[src/rtl/uart_echo_fifo.sv]
// Echo buffer between UART receiver and transmitter: a committed-entry FIFO
// with per-character or line-buffered release, optional upper-casing,
// saturating drop counter and flush.
//
// state     | meaning
// ----------+---------------------------------------------------------
// S_IDLE    | waiting for a committed entry and an idle transmitter
// S_LOAD    | pop head entry into tx_data (flush aborts without pop)
// S_START   | tx_start pulse for exactly one cycle
// S_WAIT    | frame in flight, wait for tx_done_tick
module uart_echo_fifo #(
  parameter int                   DATA_BITS  = 8,
  parameter int                   DEPTH_LOG2 = 4,
  parameter logic [DATA_BITS-1:0] TERM_CHAR  = DATA_BITS'(8'h0D),
  parameter int                   DROP_BITS  = 8
) (
  input  logic                  clk_50MHz,
  input  logic                  reset,
  input  logic                  rx_valid,
  input  logic [DATA_BITS-1:0]  rx_data,
  input  logic                  tx_busy,
  input  logic                  tx_done_tick,
  input  logic                  line_mode,
  input  logic                  upcase,
  input  logic                  flush,
  output logic                  tx_start,
  output logic [DATA_BITS-1:0]  tx_data,
  output logic [DEPTH_LOG2:0]   fifo_count,
  output logic                  fifo_empty,
  output logic                  fifo_full,
  output logic                  overflow,
  output logic [DROP_BITS-1:0]  drop_count
);

  localparam int                   DEPTH     = 1 << DEPTH_LOG2;
  localparam int                   CW        = DEPTH_LOG2 + 1;
  localparam logic [CW-1:0]        DEPTH_CNT = {1'b1, {DEPTH_LOG2{1'b0}}};
  localparam logic [DATA_BITS-1:0] LC_FIRST  = DATA_BITS'(8'h61);
  localparam logic [DATA_BITS-1:0] LC_LAST   = DATA_BITS'(8'h7A);
  localparam logic [DATA_BITS-1:0] CASE_OFS  = DATA_BITS'(8'h20);

  typedef enum logic [1:0] {S_IDLE, S_LOAD, S_START, S_WAIT} state_t;

  state_t                 state_q, state_d;
  logic [DATA_BITS-1:0]   mem_q [DEPTH];
  logic [DEPTH_LOG2-1:0]  wr_ptr_q, wr_ptr_d;
  logic [DEPTH_LOG2-1:0]  rd_ptr_q, rd_ptr_d;
  logic [CW-1:0]          count_q, count_d;
  logic [CW-1:0]          commit_q, commit_d;
  logic [DATA_BITS-1:0]   tx_data_q, tx_data_d;
  logic                   overflow_q, overflow_d;
  logic [DROP_BITS-1:0]   drop_q, drop_d;
  logic                   pop;
  logic                   wr_en;
  logic [DATA_BITS-1:0]   wdata;

  assign fifo_count = count_q;
  assign fifo_empty = (count_q == '0);
  assign fifo_full  = (count_q == DEPTH_CNT);
  assign overflow   = overflow_q;
  assign drop_count = drop_q;
  assign tx_data    = tx_data_q;

  // Case conversion and write acceptance; a same-cycle pop frees a slot.
  always_comb begin
    wdata = rx_data;
    if (upcase && (rx_data >= LC_FIRST) && (rx_data <= LC_LAST)) begin
      wdata = rx_data - CASE_OFS;
    end
    wr_en = rx_valid && !flush && (!fifo_full || pop);
  end

  // Next-state and outputs of the transmit sequencer.
  always_comb begin
    state_d   = state_q;
    pop       = 1'b0;
    tx_start  = 1'b0;
    tx_data_d = tx_data_q;
    case (state_q)
      S_IDLE: begin
        // flush in the same cycle empties the FIFO, so do not commit to a load
        if (!flush && (commit_q != '0) && !tx_busy) state_d = S_LOAD;
      end
      S_LOAD: begin
        if (flush) begin
          state_d = S_IDLE;
        end else begin
          pop       = 1'b1;
          tx_data_d = mem_q[rd_ptr_q];
          state_d   = S_START;
        end
      end
      S_START: begin
        tx_start = 1'b1;
        state_d  = S_WAIT;
      end
      S_WAIT: begin
        if (tx_done_tick) state_d = S_IDLE;
      end
      default: state_d = S_IDLE;
    endcase
  end

  // Pointer, occupancy, commit and drop bookkeeping.
  always_comb begin
    wr_ptr_d   = wr_ptr_q;
    rd_ptr_d   = rd_ptr_q;
    count_d    = count_q;
    commit_d   = commit_q;
    overflow_d = overflow_q;
    drop_d     = drop_q;
    if (flush) begin
      wr_ptr_d   = '0;
      rd_ptr_d   = '0;
      count_d    = '0;
      commit_d   = '0;
      overflow_d = 1'b0;
      drop_d     = '0;
    end else begin
      if (pop)   rd_ptr_d = rd_ptr_q + DEPTH_LOG2'(1);
      if (wr_en) wr_ptr_d = wr_ptr_q + DEPTH_LOG2'(1);
      if (wr_en && !pop)      count_d = count_q + CW'(1);
      else if (!wr_en && pop) count_d = count_q - CW'(1);
      if (pop) commit_d = commit_q - CW'(1);
      // Char mode commits everything stored, which also releases any line
      // left pending when line_mode drops.
      if (!line_mode) begin
        commit_d = count_d;
      end else if (wr_en && ((wdata == TERM_CHAR) || (count_d == DEPTH_CNT))) begin
        commit_d = count_d;
      end
      if (rx_valid && !wr_en) begin
        overflow_d = 1'b1;
        if (drop_q != {DROP_BITS{1'b1}}) drop_d = drop_q + DROP_BITS'(1);
      end
    end
  end

  // Control and status registers.
  always_ff @(posedge clk_50MHz) begin
    if (reset) begin
      state_q    <= S_IDLE;
      wr_ptr_q   <= '0;
      rd_ptr_q   <= '0;
      count_q    <= '0;
      commit_q   <= '0;
      tx_data_q  <= '0;
      overflow_q <= 1'b0;
      drop_q     <= '0;
    end else begin
      state_q    <= state_d;
      wr_ptr_q   <= wr_ptr_d;
      rd_ptr_q   <= rd_ptr_d;
      count_q    <= count_d;
      commit_q   <= commit_d;
      tx_data_q  <= tx_data_d;
      overflow_q <= overflow_d;
      drop_q     <= drop_d;
    end
  end

  // Storage array; contents need no reset since count gates every read.
  always_ff @(posedge clk_50MHz) begin
    if (!reset && wr_en) mem_q[wr_ptr_q] <= wdata;
  end

endmodule

[config.mk]
export PLATFORM = sky130hd
export DESIGN_NAME = uart_echo_fifo
export DESIGN_NICKNAME = d
export VERILOG_FILES = /design/src/rtl/uart_echo_fifo.sv
export SDC_FILE = /design/constraint.sdc
export NUM_CORES = 1
export LEC_CHECK = 0
export ABC_CLOCK_PERIOD_IN_PS = 2900
export CORE_MARGIN = 4
export CORE_UTILIZATION = 40
export DETAILED_ROUTE_END_ITERATION = 8
export HOLD_SLACK_MARGIN = 0.06
export PLACE_DENSITY = 0.64
export SLEW_MARGIN = 20
export SYNTH_ARGS = -nofsm -noshare
export SYNTH_HDL_FRONTEND = slang
export SYNTH_SLANG_ARGS = --single-unit
[constraint.sdc]
create_clock -name clk_50MHz -period 2.9 [get_ports clk_50MHz]
set_input_delay 0.435 -clock clk_50MHz [delete_from_list [all_inputs] [get_ports clk_50MHz]]
set_output_delay 0.435 -clock clk_50MHz [all_outputs]
set_load 0.02 [all_outputs]
==> run summary <==
* finished clean — status
* 20.1 um — wire per inst
* 165 — flip-flop and latch count after synthesis
* 0 — hold violation count in the final report
* 49 — number of library cell types mapped by synthesis
* 22.6% — proportion of layout cells with a drive suffix above 1
* 56.2% — share of the synthesized area in the top cell type
* 0.466 mV — maximum vdd drop
* tx_data[0]$_SDFFE_PP0P_ — end point of the most critical hold path
* 139 um — Die X-Extent
* mem_q[3][5]$_DFFE_PP_ — Reg2Reg Capture Point
* 15.7 um^2 — average cell area after synthesis
* 0 — number of antenna violations at the first check in global routing
* flop — startpoint kind of the worst setup timing path
* 7340 um — met2 WL
* 23700 um — wire length of the first global-routing pass
* 0.709 ns — slew of the pin with the lowest slew margin
* 0.457 ns — Hold Worst Slack
* 4 — H-Tree Level Count
* 47 — number of placement rows
* fifo_count[0]$_SDFF_PP0_ — reg-to-reg critical path startpoint
* 464 — post-synth net total
* 3948 — total number of vias
* 0 — count of pins over their slew limit
* 0 — number of antenna diodes
* fifo_count[0]$_SDFF_PP0_ — origin of the worst setup path
* 0 — sum of overflow across all layers after global routing
* 0.840 — routability congestion estimate
* 128 — number of enable flip-flop cells after synthesis
* met4 — Top Metal Used
* 0.43 ns — insertion delay to the later sink of the worst-skew pair
* 2.61 ns — final critical path time including I/O delays and setup
* 36 — largest net degree at the start of global routing
* 949 um — routed length on met3
* 0.00952 ns — final setup skew
* 17 — Inserted Clock Buffers
* 0 — Post-CTS Hold Fix Bufs
* 165 — total number of clock tree sinks
* 2.18 ns — critical path arrival
* sky130_fd_sc_hd__edfxtp_1, sky130_fd_sc_hd__mux4_2, sky130_fd_sc_hd__dfxtp_1, sky130_fd_sc_hd__nor2_1, sky130_fd_sc_hd__ha_1 — main area contributors after synthesis
* sky130_fd_sc_hd__edfxtp_1 — dominant register cell in the synthesized netlist
* 2.47 ns — Crit path required time
* 0 — max capacitance violation total
* 545 — net count reported at finish
* sky130_fd_sc_hd__clkbuf_16 — root buffer selected by CTS
* 90.1% — final cycle utilization of the critical path
* 8 — count of cells along the worst register-to-register path
* 0 — DRC violation count after routing
* sky130_fd_sc_hd__edfxtp_1 — largest area contributor in the synthesized netlist
* 0.46 ns — reg-to-reg slack, setup
* 0% — ys async rst share
* 581 mW/mm^2 — power density over the cells
* no — setup repair after global routing missed its margin
* 41 — IO Pins
* 15000 um — WL final
* tx_data[0]$_SDFFE_PP0P_ — worst hold start
* 67.1% — fraction of the yosys area taken by sequential cells
* 6540 um — routed metal-1 wire length
* 0.0166 mm^2 — core area
* 0 — Detail Route Antenna Nets
* 40 — count of input and output buffers
* 0 ns — post-route setup TNS
* 0 — synth warn
* 9900 um — total half-perimeter wirelength after legalization and detailed placement
* 0.383 GHz — upper clock frequency limit
* 0 — total setup buffers inserted after CTS
* 2 — count of cells along the worst hold path
* 0.0192 mm^2 — overall die area
* 436 — post-synthesis instance total
* 366 — starting DRC count in detailed routing
* 7 — worst-path maximum fanout
* 0.06 ns — CTS clk-pin slew, worst paths
* 41.1% — effective utilization at floorplan
* 2 — number of buffers between clock root and the deepest sink
* 4 — DR pass1 iterations
* 0.00829 mm^2 — final instance area
* 0.00271 uW — Leakage Power
* 49.8% — final cell utilization of the core
* 21.3% — signed area change from the synthesized netlist to the final layout
* output port — Crit. End Element
* 0.00684 mm^2 — mapped cell area
* 16.4% — Total GRT Usage
* flop to flop — worst min path class
* 139 um — Die Height
* 0 — endpoints failing setup
* 1377 — final-layout fill cell count
* 4056 — number of global-route vias before repair
* done — CTS tree
* 52.7% — Slew HR
* flop to output port — critical setup path kind
* 5.26 — vias per cell
* 0 — CTS resizes
* 0.00774 mm^2 — cell area after placement
-- worst max path at each step --
stage                                           to
after CTS                                fifo_full
after floorplan             mem_q[13][0]$_DFFE_PP_
final                                    fifo_full
after global placement    commit_q[0]$_SDFFE_PP0P_
after global routing                     fifo_full
after detailed placement  commit_q[3]$_SDFFE_PP0P_
-- cell families (layout without fill, tap and decap cells) --
logic type,Yosys count,after routing,synth area share (%)
adder cells (fa/ha/maj),12,12,2.20
AND/OR/NAND/NOR,126,126,8.93
flip-flops,165,165,67.1
AO/OA/AOI/OAI,40,40,4.05
XOR/XNOR,19,19,2.43
buffers and inverters,33,127,2.00
multiplexers,41,41,13.3
-- through the flow --
stage	total power [uW]	worst slack (ns)	instances
after floorplan	2690	0.409	436
after global placement	2790	0.0644	718
after detailed placement	2790	0.0197	718
after CTS	4870	0.281	750
after global routing	5000	0.122	750
final	4820	0.287	750
-- per-layer routing --
layer | global-route usage, % | vias up
li1 | - | 1837
met1 | 22.6 | 1992
met2 | 26.3 | 106
met3 | 3.79 | 13
met4 | 4.94 | 0
met5 | 0 | -
-- area by class of cell --
class,instances,area (um^2),area share [%]
clock buffers,18,429,5.18
well taps,220,275,3.32
repair buffers,80,713,8.60
multi-input cells,238,2110,25.5
inverters,15,56.3,0.679
flip-flops and latches,165,4590,55.3
clock inverters,14,119,1.43
-- flip-flops by register name, summed over array words and instances, names as in the netlist, named ones only --
name,flops
tx_data,8
mem_q,128
rd_ptr_q,4
commit_q,5
state_q,1
wr_ptr_q,4
fifo_count,5
drop_count,8
overflow,1
-- Yosys cell counts, drive strengths merged (6+ instances only) --
master,number
a21oi,16
buf,6
clkbuf,12
dfxtp,37
edfxtp,128
ha,12
inv,15
mux4,40
nand2,37
nand2b,6
nand3,10
nand4,6
nor2,42
xnor2,6
xor2,13
-- report_power, final --
group / internal [uW] / total [uW] / switching, uW
Clock: 1120 / 2080 / 960
Combinational: 74.2 / 175 / 101
Sequential: 2550 / 2560 / 8.41
Total: 3750 / 4820 / 1070
-- worst max-delay path, cell delays in order, from the launching register on --
cell	delay, ns
sky130_fd_sc_hd__dfxtp_1	0.39
sky130_fd_sc_hd__inv_1	0.14
sky130_fd_sc_hd__ha_1	0.17
sky130_fd_sc_hd__nand4bb_1	0.20
sky130_fd_sc_hd__inv_1	0.22
sky130_fd_sc_hd__clkdlybuf4s50_1	0.64
-- layout by cell type (no fill, tap or decap), types with 13 or more instances in the layout --
cell                              synthesis  routed
sky130_fd_sc_hd__xor2_1                  13      13
sky130_fd_sc_hd__inv_1                   15      15
sky130_fd_sc_hd__mux4_2                  40      40
sky130_fd_sc_hd__edfxtp_1               128     128
sky130_fd_sc_hd__nor2_1                  42      42
sky130_fd_sc_hd__nand2_1                 37      37
sky130_fd_sc_hd__dfxtp_1                 37      36
sky130_fd_sc_hd__clkdlybuf4s50_1          0      40
sky130_fd_sc_hd__a21oi_1                 16      16
sky130_fd_sc_hd__clkbuf_16                0      17
sky130_fd_sc_hd__buf_4                    0      39
Note: power is estimated with default switching activity, not from simulation.
